--- src/rtl/wb_pattern_seq_pkg.sv ---
// Shared types and constants for the Wishbone pattern sequencer.
package wb_pattern_seq_pkg;

    typedef enum logic [2:0] {
        StIdle,
        StFetch,
        StWrite,
        StDwell,
        StDone,
        StError
    } state_e;

    // Table entry layout: [7:0] data, [15:8] channel, [31:16] dwell cycles.
    localparam int unsigned DATA_LSB  = 0;
    localparam int unsigned CHAN_LSB  = 8;
    localparam int unsigned DWELL_LSB = 16;

    localparam logic [2:0] CTI_CLASSIC = 3'b000;
    localparam logic [1:0] BTE_LINEAR  = 2'b00;

    // Byte address of 32-bit word idx in a region starting at base.
    function automatic logic [31:0] word_adr(input logic [31:0] base, input logic [31:0] idx);
        return base + {idx[29:0], 2'b00};
    endfunction

endpackage

--- src/rtl/wb_master_single.sv ---
// Issues one classic Wishbone cycle per start request, reissuing on retry.
module wb_master_single #(
    parameter int unsigned MAX_RETRY = 3
) (
    input  logic        clk_i,
    input  logic        rst_i,
    input  logic        start_i,
    input  logic        abort_i,
    input  logic        start_we_i,
    input  logic [31:0] start_adr_i,
    input  logic [31:0] start_dat_i,
    output logic [31:0] rdata_o,
    output logic        ok_o,
    output logic        err_o,
    output logic [31:0] wb_adr_o,
    output logic [31:0] wb_dat_o,
    output logic [3:0]  wb_sel_o,
    output logic        wb_we_o,
    output logic        wb_cyc_o,
    output logic        wb_stb_o,
    input  logic [31:0] wb_dat_i,
    input  logic        wb_ack_i,
    input  logic        wb_err_i,
    input  logic        wb_rty_i
);

    localparam int unsigned RtyW = (MAX_RETRY > 0) ? $clog2(MAX_RETRY + 1) : 1;

    logic            stb_q, stb_d;
    logic            pend_q, pend_d;
    logic [RtyW-1:0] rty_cnt_q, rty_cnt_d;
    logic [31:0]     adr_q, adr_d;
    logic [31:0]     dat_q, dat_d;
    logic [3:0]      sel_q, sel_d;
    logic            we_q, we_d;
    logic            rty_hit, rty_fatal;

    // Decode the slave response; err beats ack, ack beats rty.
    always_comb begin
        rty_hit   = stb_q & wb_rty_i & ~wb_ack_i & ~wb_err_i;
        rty_fatal = rty_hit & (rty_cnt_q == RtyW'(MAX_RETRY));
        ok_o      = stb_q & wb_ack_i & ~wb_err_i;
        err_o     = (stb_q & wb_err_i) | rty_fatal;
        rdata_o   = wb_dat_i;
    end

    // Next state: a pending flag gives the mandatory stb-low cycle before every issue.
    always_comb begin
        stb_d     = stb_q;
        pend_d    = pend_q;
        rty_cnt_d = rty_cnt_q;
        adr_d     = adr_q;
        dat_d     = dat_q;
        sel_d     = sel_q;
        we_d      = we_q;
        if (stb_q && (wb_ack_i || wb_err_i || wb_rty_i)) begin
            stb_d = 1'b0;
        end
        if (rty_hit && !rty_fatal) begin
            pend_d    = 1'b1;
            rty_cnt_d = rty_cnt_q + RtyW'(1);
        end
        if (pend_q) begin
            pend_d = 1'b0;
            stb_d  = ~abort_i;
        end
        if (start_i) begin
            pend_d    = 1'b1;
            stb_d     = 1'b0;
            rty_cnt_d = '0;
            adr_d     = start_adr_i;
            dat_d     = start_dat_i;
            sel_d     = 4'hF;
            we_d      = start_we_i;
        end
    end

    // Bus output registers.
    always_ff @(posedge clk_i) begin
        if (rst_i) begin
            stb_q     <= 1'b0;
            pend_q    <= 1'b0;
            rty_cnt_q <= '0;
            adr_q     <= '0;
            dat_q     <= '0;
            sel_q     <= '0;
            we_q      <= 1'b0;
        end else begin
            stb_q     <= stb_d;
            pend_q    <= pend_d;
            rty_cnt_q <= rty_cnt_d;
            adr_q     <= adr_d;
            dat_q     <= dat_d;
            sel_q     <= sel_d;
            we_q      <= we_d;
        end
    end

    assign wb_adr_o = adr_q;
    assign wb_dat_o = dat_q;
    assign wb_sel_o = sel_q;
    assign wb_we_o  = we_q;
    assign wb_cyc_o = stb_q;
    assign wb_stb_o = stb_q;

endmodule

--- src/rtl/wb_pattern_seq.sv ---
// Steps through a ROM pattern table and writes each data byte to a GPIO channel.
module wb_pattern_seq
    import wb_pattern_seq_pkg::*;
#(
    parameter logic [31:0] ROM_BASE  = 32'h0000_0000,
    parameter int unsigned ROM_WORDS = 40,
    parameter logic [31:0] GPIO_BASE = 32'h9100_0000,
    parameter int unsigned CHANNELS  = 4,
    parameter int unsigned MAX_RETRY = 3,
    localparam int unsigned StepW    = (ROM_WORDS > 1) ? $clog2(ROM_WORDS) : 1
) (
    input  logic             wb_clk,
    input  logic             wb_rst,
    input  logic             enable,
    input  logic             loop,
    output logic [31:0]      wb_adr_o,
    output logic [31:0]      wb_dat_o,
    output logic [3:0]       wb_sel_o,
    output logic             wb_we_o,
    output logic             wb_cyc_o,
    output logic             wb_stb_o,
    output logic [2:0]       wb_cti_o,
    output logic [1:0]       wb_bte_o,
    input  logic [31:0]      wb_dat_i,
    input  logic             wb_ack_i,
    input  logic             wb_err_i,
    input  logic             wb_rty_i,
    output logic             busy,
    output logic             done,
    output logic             error,
    output logic [StepW-1:0] step
);

    state_e           state_q, state_d;
    logic [StepW-1:0] step_q, step_d;
    logic [15:0]      cnt_q, cnt_d;
    logic             busy_q, done_q, error_q;

    logic        m_start, m_abort, m_we, m_ok, m_err;
    logic [31:0] m_adr, m_wdat, m_rdata;
    logic [7:0]  ent_data, ent_chan;
    logic [15:0] ent_dwell;
    logic        adv, fin;

    assign ent_data  = m_rdata[DATA_LSB +: 8];
    assign ent_chan  = m_rdata[CHAN_LSB +: 8];
    assign ent_dwell = m_rdata[DWELL_LSB +: 16];

    wb_master_single #(
        .MAX_RETRY (MAX_RETRY)
    ) u_master (
        .clk_i       (wb_clk),
        .rst_i       (wb_rst),
        .start_i     (m_start),
        .abort_i     (m_abort),
        .start_we_i  (m_we),
        .start_adr_i (m_adr),
        .start_dat_i (m_wdat),
        .rdata_o     (m_rdata),
        .ok_o        (m_ok),
        .err_o       (m_err),
        .wb_adr_o    (wb_adr_o),
        .wb_dat_o    (wb_dat_o),
        .wb_sel_o    (wb_sel_o),
        .wb_we_o     (wb_we_o),
        .wb_cyc_o    (wb_cyc_o),
        .wb_stb_o    (wb_stb_o),
        .wb_dat_i    (wb_dat_i),
        .wb_ack_i    (wb_ack_i),
        .wb_err_i    (wb_err_i),
        .wb_rty_i    (wb_rty_i)
    );

    // Sequencing FSM; bus cycles are launched on the transition into FETCH/WRITE.
    always_comb begin
        state_d = state_q;
        step_d  = step_q;
        cnt_d   = cnt_q;
        m_start = 1'b0;
        m_abort = 1'b0;
        m_we    = 1'b0;
        m_adr   = word_adr(ROM_BASE, 32'(step_q));
        m_wdat  = '0;
        adv     = 1'b0;
        fin     = 1'b0;
        unique case (state_q)
            StIdle: begin
                if (enable) begin
                    step_d  = '0;
                    state_d = StFetch;
                    m_start = 1'b1;
                    m_adr   = ROM_BASE;
                end
            end
            StFetch: begin
                if (m_err) begin
                    state_d = StError;
                end else if (m_ok) begin
                    if (!enable) begin
                        state_d = StIdle;
                    end else if (ent_dwell == 16'd0) begin
                        fin = 1'b1;
                    end else if (32'(ent_chan) >= CHANNELS) begin
                        state_d = StError;
                    end else begin
                        cnt_d   = ent_dwell;
                        state_d = StWrite;
                        m_start = 1'b1;
                        m_we    = 1'b1;
                        m_adr   = word_adr(GPIO_BASE, 32'(ent_chan));
                        m_wdat  = {24'h0, ent_data};
                    end
                end else if (!enable && !wb_stb_o) begin
                    // Not yet issued or waiting to reissue: safe to drop.
                    m_abort = 1'b1;
                    state_d = StIdle;
                end
            end
            StWrite: begin
                if (m_err) begin
                    state_d = StError;
                end else if (m_ok) begin
                    if (!enable) begin
                        state_d = StIdle;
                    end else if (cnt_q == 16'd1) begin
                        adv = 1'b1;
                    end else begin
                        // The ack cycle itself counts as the first dwell cycle.
                        cnt_d   = cnt_q - 16'd1;
                        state_d = StDwell;
                    end
                end else if (!enable && !wb_stb_o) begin
                    m_abort = 1'b1;
                    state_d = StIdle;
                end
            end
            StDwell: begin
                if (!enable) begin
                    state_d = StIdle;
                end else if (cnt_q == 16'd1) begin
                    adv = 1'b1;
                end else begin
                    cnt_d = cnt_q - 16'd1;
                end
            end
            StDone, StError: begin
                if (!enable) begin
                    state_d = StIdle;
                end
            end
            default: state_d = StIdle;
        endcase

        if (adv) begin
            if (step_q == StepW'(ROM_WORDS - 1)) begin
                fin = 1'b1;
            end else begin
                step_d  = step_q + StepW'(1);
                state_d = StFetch;
                m_start = 1'b1;
                m_adr   = word_adr(ROM_BASE, 32'(step_d));
            end
        end
        if (fin) begin
            if (loop) begin
                step_d  = '0;
                state_d = StFetch;
                m_start = 1'b1;
                m_adr   = ROM_BASE;
            end else begin
                state_d = StDone;
            end
        end
    end

    // State and registered status outputs.
    always_ff @(posedge wb_clk) begin
        if (wb_rst) begin
            state_q <= StIdle;
            step_q  <= '0;
            cnt_q   <= '0;
            busy_q  <= 1'b0;
            done_q  <= 1'b0;
            error_q <= 1'b0;
        end else begin
            state_q <= state_d;
            step_q  <= step_d;
            cnt_q   <= cnt_d;
            busy_q  <= (state_d == StFetch) || (state_d == StWrite) || (state_d == StDwell);
            done_q  <= (state_d == StDone);
            error_q <= (state_d == StError);
        end
    end

    assign busy     = busy_q;
    assign done     = done_q;
    assign error    = error_q;
    assign step     = step_q;
    assign wb_cti_o = CTI_CLASSIC;
    assign wb_bte_o = BTE_LINEAR;

endmodule

--- config.mk ---
export PLATFORM = sky130hd
export DESIGN_NAME = wb_pattern_seq
export DESIGN_NICKNAME = d
export VERILOG_FILES = /design/src/rtl/wb_pattern_seq_pkg.sv /design/src/rtl/wb_master_single.sv /design/src/rtl/wb_pattern_seq.sv
export SDC_FILE = /design/constraint.sdc
export NUM_CORES = 1
export LEC_CHECK = 0
export CORE_ASPECT_RATIO = 0.6
export CORE_MARGIN = 2
export CORE_UTILIZATION = 39
export CTS_CLUSTER_DIAMETER = 60
export DETAILED_ROUTE_END_ITERATION = 12
export DONT_BUFFER_PORTS = 1
export MAX_ROUTING_LAYER = met4
export PLACE_DENSITY = 0.53
export RECOVER_POWER = 50
export SLEW_MARGIN = 5
export SYNTH_ARGS = -nofsm -noshare
export SYNTH_HDL_FRONTEND = slang
export SYNTH_HIERARCHICAL = 1
export SYNTH_SLANG_ARGS = --single-unit
--- constraint.sdc ---
create_clock -name wb_clk -period 3.35 [get_ports wb_clk]
set_input_delay 0.5025 -clock wb_clk [delete_from_list [all_inputs] [get_ports wb_clk]]
set_output_delay 0.5025 -clock wb_clk [all_outputs]
set_load 0.02 [all_outputs]
==> results of run 1 <==
## per-layer routing
layer	wire length, µm	vias up	GRT usage [%]	part of all wire, %
met1	5436	1675	23.28	49
met5	0	-	-	0
met4	66	0	3.571	0.59
met2	4479	113	23.15	40
met3	1145	6	7.879	10
li1	-	1826	-	-
## state kept, by name, summed over array words and instances (netlist names), 2 cells and up
signal              flops
u_master/wb_adr_o      32
u_master/wb_dat_o      32
cnt_q                  16
u_master/rty_cnt_q      2
state_q                 3
step                    6
## worst paths after layout
kind | start | to | slack (ps) | depth (start not counted)
setup / recovery | u_master/rty_cnt_q[0]$_SDFFE_PP0P_ | busy$_SDFF_PP0_ | 280 | 9
hold / removal | wb_rst | u_master/pend_q$_SDFF_PP0_ | 230 | 1
hold reg to reg | cnt_q[1]$_SDFFE_PP0P_ | cnt_q[1]$_SDFFE_PP0P_ | 470 | 2
setup reg to reg | u_master/rty_cnt_q[0]$_SDFFE_PP0P_ | busy$_SDFF_PP0_ | 280 | 9
## kinds of logic after synthesis
kind of cell,count (synthesis),synth area share [%]
multiplexers,68,13.97
buffers and inverters,83,10.41
AND/OR/NAND/NOR,214,22.11
AO/OA/AOI/OAI,86,11.92
adder cells (fa/ha/maj),4,1.024
other,1,0.07669
XOR/XNOR,2,0.3583
flip-flops,98,40.12
## placed cells by master (no fill, tap or decap), types with 2 or more instances in the layout
| cell | instances |
|---|---|
| sky130_fd_sc_hd__o21a_1 | 6 |
| sky130_fd_sc_hd__mux2i_1 | 66 |
| sky130_fd_sc_hd__o211ai_1 | 4 |
| sky130_fd_sc_hd__nand2_1 | 28 |
| sky130_fd_sc_hd__inv_6 | 2 |
| sky130_fd_sc_hd__nor3_1 | 10 |
| sky130_fd_sc_hd__bufinv_16 | 2 |
| sky130_fd_sc_hd__o32ai_1 | 6 |
| sky130_fd_sc_hd__o31ai_1 | 2 |
| sky130_fd_sc_hd__clkbuf_16 | 9 |
| sky130_fd_sc_hd__a22oi_1 | 4 |
| sky130_fd_sc_hd__xnor2_1 | 2 |
| sky130_fd_sc_hd__a21oi_1 | 28 |
| sky130_fd_sc_hd__mux2_2 | 2 |
| sky130_fd_sc_hd__nand2b_1 | 5 |
| sky130_fd_sc_hd__or4_4 | 2 |
| sky130_fd_sc_hd__o211a_1 | 2 |
| sky130_fd_sc_hd__nand3b_1 | 2 |
| sky130_fd_sc_hd__conb_1 | 52 |
| sky130_fd_sc_hd__o311a_1 | 2 |
| sky130_fd_sc_hd__dfxtp_1 | 98 |
| sky130_fd_sc_hd__o21ai_0 | 14 |
| sky130_fd_sc_hd__and3_1 | 5 |
| sky130_fd_sc_hd__nor3_2 | 4 |
| sky130_fd_sc_hd__nor4_1 | 7 |
| sky130_fd_sc_hd__buf_4 | 7 |
| sky130_fd_sc_hd__nand2b_4 | 2 |
| sky130_fd_sc_hd__and2_1 | 10 |
| sky130_fd_sc_hd__nand3_1 | 6 |
| sky130_fd_sc_hd__a31oi_1 | 4 |
| sky130_fd_sc_hd__or2_2 | 2 |
| sky130_fd_sc_hd__nor4_2 | 2 |
| sky130_fd_sc_hd__ha_1 | 4 |
| sky130_fd_sc_hd__nand4_1 | 6 |
| sky130_fd_sc_hd__a22o_1 | 2 |
| sky130_fd_sc_hd__a2111oi_0 | 2 |
| sky130_fd_sc_hd__or3_1 | 3 |
| sky130_fd_sc_hd__nor2_1 | 100 |
| sky130_fd_sc_hd__nor2b_1 | 11 |
| sky130_fd_sc_hd__inv_1 | 9 |
## stage by stage
stage	util [%]	hold WS, ps	power (mW)
finish	42.87	235.0	2.555
floorplan	-	441.0	1.486
global route	42.87	214.5	2.662
detailed placement	40.45	460.2	1.461
CTS	43.12	211.9	2.601
global placement	40.45	457.0	1.457
## power groups by stage
stage	combinational [mW]	clock (mW)	sequential (mW)
6_report	0.146	1.12	1.28
5_1_grt	0.165	1.21	1.29
4_1_cts	0.150	1.17	1.28
3_5_place_dp	0.149	0	1.31
3_3_place_gp	0.145	0	1.31
2_1_floorplan	0.189	0	1.30
## layout make-up
type / count / area, µm²
Fill cell: 1206 / 6935
Clock buffer: 10 / 239.0
Tap cell: 165 / 206.4
Clock inverter: 5 / 85.08
Timing Repair Buffer: 10 / 81.33
Sequential cell: 98 / 1962
Multi-Input combinational cell: 426 / 2594
Inverter: 10 / 37.54
==> run metrics, run 1 <==
Netlist Area Pre-Place=4890 µm²; warnings from Yosys=6; worst-skew pair later-pin latency=330 ps; sequential share of the synthesized area=40.12%; capturing element type of the critical path=register; largest area contributor in the netlist=sky130_fd_sc_hd__dfxtp_1; Detailed Route Iter0 Violations=between 200 and 250; IO Count=124; maximum ir drop on the vdd rail=between 0.0002 and 0.0003 V; vias per inst=5.000; count of placed standard cells in the final layout, fillers left out=724; post-route worst setup slack=275.7 ps; antenna-violating nets left=0; arrival time of the worst setup path=3280 ps; fraction of final layout cells with drive strength greater than 1=7.871%; share of total power in the clock network=44.0%; setup slack at placement=359.1 ps; routed wire length=11130 µm; Design Area, Final=about 5200 µm²; total global routing track utilization=~17%; number of antenna violations at the first check in global routing=0; top cells by instance count after synthesis=sky130_fd_sc_hd__nor2_1 (100), sky130_fd_sc_hd__dfxtp_1 (98), sky130_fd_sc_hd__mux2i_1 (66), sky130_fd_sc_hd__buf_4 (43); area of the die=~13000 µm²; total grt overflow=0; Mapped Cells=556; transition at the pin with the smallest max-transition slack=1238 ps; Critical Path RT=3560 ps; sw power=0.6082 mW; vias=3620; startpoint types=register; setup repair after global routing missed its margin=no; sequential cell fraction of total power=50.3%; ys flop type=sky130_fd_sc_hd__dfxtp_1; CTS tree=yes; Resized cells post-CTS=0; leakage power=2.203 nW; switching fraction of total power=23.80%; Reg clk slew, reported paths=~70 ps; instance area at placement=roughly 5000 µm²; setup-violating endpoint count in the final report=0; Worst Hold Class=input pin to register; crit-path most repeated cell=sky130_fd_sc_hd__nor2b_1; cell-by-cell listing of the critical path=ha_1 -> a31oi_1 -> nor2b_1 -> nor2b_1 -> o211ai_1 -> nor3_2 -> a2111oi_0 -> nor2b_1 -> nor4_1; count of TritonRoute iterations in the first routing pass=4; Post-Syn Area per Cell=8.794 µm²; Setup CP Type=register to register; Final Net Count=598; CP Max Fanout=6; number of cells after detailed placement=~710; floorplan row count=31; maximum capacitance violations=0; Int Pwr=1.947 mW; die height=90.73 µm; pin count of the biggest net entering global routing=90; root buf cell=sky130_fd_sc_hd__clkbuf_16; Fmax=325.3 MHz; total number of clock tree sinks=slightly below 100; deepest level of the CTS H-tree=3; number of buffers inserted to repair setup after CTS=0; cell at the slowest stage of the critical path=sky130_fd_sc_hd__a2111oi_0; number of unique standard cell types used by synthesis=61; number of global-route vias before repair=3339; clk buf depth=2; number of storage elements in the synthesis netlist=98; final setup TNS=0 ps; worst clock skew=6.923 ps; Antenna diodes=0; Area Overhead vs Synth=6.448%; Initial Util=between 40% and 50%; Final Hold Fails=0; dominant delay contributor by cell family on the critical path=compound AO/OA/AOI/OAI gates; Hold Buf Count CTS=0; routed wire length per instance=15.37 µm; final worst path period need=3074 ps; final number of max-transition violations=0; status=complete, no violations; number of synthesized flops with an enable pin=0; # DRC=0; number of buffers and inverters on the critical path=0; RD Place Congestion=between 0.8 and 0.9; clock buffer count from CTS=9; leading cell types by total area after synthesis=sky130_fd_sc_hd__dfxtp_1 (40%), sky130_fd_sc_hd__mux2i_1 (14%), sky130_fd_sc_hd__nor2_1 (7.7%); final clock period utilization by the worst path=about nine tenths; combinational power share=5.7%; tightest slew margin relative to the limit=~15%; Port Buf Inserts=0; proportion of synthesized flip-flops having asynchronous set or reset=0%; wire length of the first global-routing pass=roughly 18000 µm; detailed placement HPWL=7966 µm; slowest stage delay, CP=between 1000 and 1500 ps; standard cell core area=12140 µm²; fraction of synthesized cell area taken by the top area cell type=40.12%; floorplan die width=148.6 µm; top-count cell post-synth=sky130_fd_sc_hd__nor2_1; PwrDens=490.9 nW/µm²
No activity file was read; power rests on OpenSTA's default activity.
==> run 2: changes to the inputs <==
==> constraint.sdc (replaced) <==
create_clock -name wb_clk -period 3.4 [get_ports wb_clk]
set_input_delay 0.51 -clock wb_clk [delete_from_list [all_inputs] [get_ports wb_clk]]
set_output_delay 0.51 -clock wb_clk [all_outputs]
set_load 0.02 [all_outputs]
==> run 2 against run 1 <==
Net effect:
- sequential cell count is the same
- first-iteration DRC count grew 11%
- routed wire length grew 3.7%
- worst hold slack gained 4.4 ps
- setup slack gained 53 ps
- sequential share of layout area grew 0.29 points
- final cell count grew 0.14%
- fmax is essentially flat
- sequential power is essentially flat
==> run metrics, run 2 (synthesized netlist as in run 1, its figures left out) <==
depth of the worst register-to-register path=9 (unchanged); number of global-route vias before repair=3480 (+4.2%); detailed placement HPWL=8213 µm (+3.1%); number of antenna violations at the first check in global routing=0 (unchanged); status=complete, no violations; final clock period utilization by the worst path=90.34% (-1.4 points); RD Place Congestion=0.8780 (+6.4%); slowest stage delay, CP=1080 ps (about the same); Final Hold Fails=0 (unchanged); root buf cell=sky130_fd_sc_hd__clkbuf_16; CTS tree=yes; worst clock skew=11.04 ps (+4.118 ps); Detailed Route Iter0 Violations=228 (+11%); cell at the slowest stage of the critical path=sky130_fd_sc_hd__a2111oi_0; Port Buf Inserts=0 (unchanged); routed wire length=11540 µm (+3.7%); standard cell core area=12140 µm² (unchanged); FF-to-FF End=done$_SDFF_PP0_; Hold Buf Count CTS=0 (unchanged); worst-skew pair later-pin latency=340 ps (about the same); # DRC=0 (unchanged); startpoint of the lowest-slack hold path=wb_rst; vias per inst=5.025 (+0.50%); PwrDens=458.2 nW/µm² (-6.7%); most common library cell in the layout ignoring fill and taps=sky130_fd_sc_hd__nor2_1; deepest level of the CTS H-tree=3 (unchanged); count of TritonRoute iterations in the first routing pass=4 (unchanged); setup repair after global routing missed its margin=no; final worst path period need=3072 ps (-2.737 ps); IO Count=124 (unchanged); die height=90.73 µm (unchanged); clock buffer count from CTS=9 (unchanged); area of the die=13480 µm² (unchanged); fraction of final layout cells with drive strength greater than 1=7.692% (-0.18 points); Final Net Count=598 (unchanged); Setup CP Type=register to register; endpoint of the worst hold path=u_master/wb_adr_o[16]$_SDFFE_PP0P_; total global routing track utilization=17.98% (+0.84 points); source of the worst register-to-register timing path=u_master/rty_cnt_q[0]$_SDFFE_PP0P_; Initial Util=40.28% (unchanged); total number of clock tree sinks=98 (unchanged); leakage power=2.177 nW (-1.2%); total grt overflow=0 (unchanged); tightest slew margin relative to the limit=14.86% (-0.50 points); floorplan row count=31 (unchanged); antenna-violating nets left=0 (unchanged); Area Overhead vs Synth=5.629%; clk buf depth=2 (unchanged); floorplan die width=148.6 µm (unchanged); final setup TNS=0 ps (unchanged); Fmax=325.6 MHz (about the same); routed wire length per instance=15.91 µm (+3.5%); vias=3643 (+0.64%); pin count of the biggest net entering global routing=90 (unchanged); capturing element type of the critical path=register; commonest non-fill, non-tap cells in the layout=sky130_fd_sc_hd__nor2_1 (99), sky130_fd_sc_hd__dfxtp_1 (98), sky130_fd_sc_hd__mux2i_1 (66); startpoint types=register; cell-by-cell listing of the critical path=ha_1 -> a31oi_1 -> nor2b_1 -> nor2b_1 -> o211ai_1 -> nor3_2 -> a2111oi_0 -> a21oi_1 -> nor3_2; R2R setup slack=330 ps (+50 ps); total power consumption of the routed design=2.366 mW (-7.4%); Critical Path RT=3670 ps (+110 ps); number of buffers inserted to repair setup after CTS=0 (unchanged); setup-violating endpoint count in the final report=0 (unchanged); arrival time of the worst setup path=3340 ps (+60 ps); number of stages on the worst hold path=1 (unchanged); maximum capacitance violations=0 (unchanged); final number of max-transition violations=0 (unchanged); CP Max Fanout=6 (unchanged); wire length of the first global-routing pass=18510 µm (+3.5%); maximum ir drop on the vdd rail=0.0002229 V (-12%); transition at the pin with the smallest max-transition slack=1245 ps (+7.326 ps); Worst Hold Class=input pin to register; Reg clk slew, reported paths=70 ps (about the same)
## run 2: worst max-delay path by stage
stage | startpoint | cells after the start | slack, ps | end
floorplan | wb_err_i | 12 | 560 | u_master/wb_dat_o[14]$_SDFFE_PP0P_
global placement | wb_dat_i[19] | 9 | 290 | u_master/wb_adr_o[16]$_SDFFE_PP0P_
detailed placement | wb_dat_i[19] | 9 | 260 | u_master/wb_dat_o[4]$_SDFFE_PP0P_
CTS | u_master/rty_cnt_q[0]$_SDFFE_PP0P_ | 10 | 260 | u_master/rty_cnt_q[0]$_SDFFE_PP0P_
global route | u_master/wb_cyc_o$_SDFFE_PP0P_ | 11 | 120 | u_master/wb_adr_o[3]$_SDFFE_PP0P_
finish | u_master/rty_cnt_q[0]$_SDFFE_PP0P_ | 9 | 330 | done$_SDFF_PP0_
## run 2: worst max-delay path: cells and delay by family, from the launching register on
family / cells / cell delay (ps)
AND/OR/NAND/NOR: 4 / 710
AO/OA/AOI/OAI: 4 / 1720
flip-flops: 1 / 350
adder cells (fa/ha/maj): 1 / 220
## run 2: final cells by class
cell class                 count  area, µm²
inverter                      10      37.54
timing repair buffer          10      92.59
fill                        1205       6975
antenna                        1      2.502
clock buffer                  10      229.0
multi-input combinational    426       2596
tap                          165      206.4
clock inverter                 5      38.79
sequential                    98       1962
## run 2: routing by layer
layer  GRT usage (%)  share of wire, %  vias to the layer above
li1                -                 -                     1827
met3           8.737                11                       11
met2           23.65                39                      122
met1           24.11                48                     1683
met5               -                 0                        -
met4           5.079               1.2                        0
## run 2: metrics by stage
stage | instance area (µm²) | setup slack, ps | hold WS [ps] | std cells | util (%)
after floorplan | 5081 | 561.6 | 441.0 | 607 | -
after global placement | 4927 | 289.8 | 456.6 | 709 | 40.59
after detailed placement | 4927 | 261.9 | 464.6 | 709 | 40.59
after CTS | 5195 | 264.0 | 212.8 | 724 | 42.79
after global routing | 5162 | 120.5 | 218.6 | 724 | 42.52
final | 5165 | 328.5 | 239.4 | 725 | 42.54
## run 2: power breakdown
part           internal, mW  switching [mW]
sequential             1.19          0.0791
combinational        0.0665          0.0810
clock                 0.498           0.455
total                  1.75           0.615
## run 2: timing repair
action | in CTS | in global routing
gates resized for setup | 0 | 1
hold endpoints to repair | 0 | 0
setup endpoints to repair | 0 | 1
==> run 3: changes to the inputs <==
--- a/config.mk
+++ b/config.mk
@@ -14,7 +14,7 @@
 export MAX_ROUTING_LAYER = met4
 export PLACE_DENSITY = 0.53
 export RECOVER_POWER = 50
-export SLEW_MARGIN = 5
+export SLEW_MARGIN = 20
 export SYNTH_ARGS = -nofsm -noshare
 export SYNTH_HDL_FRONTEND = slang
 export SYNTH_HIERARCHICAL = 1
==> results of run 3 <==
Same layout as run 2: the final DEF is identical, and so are final timing and power.
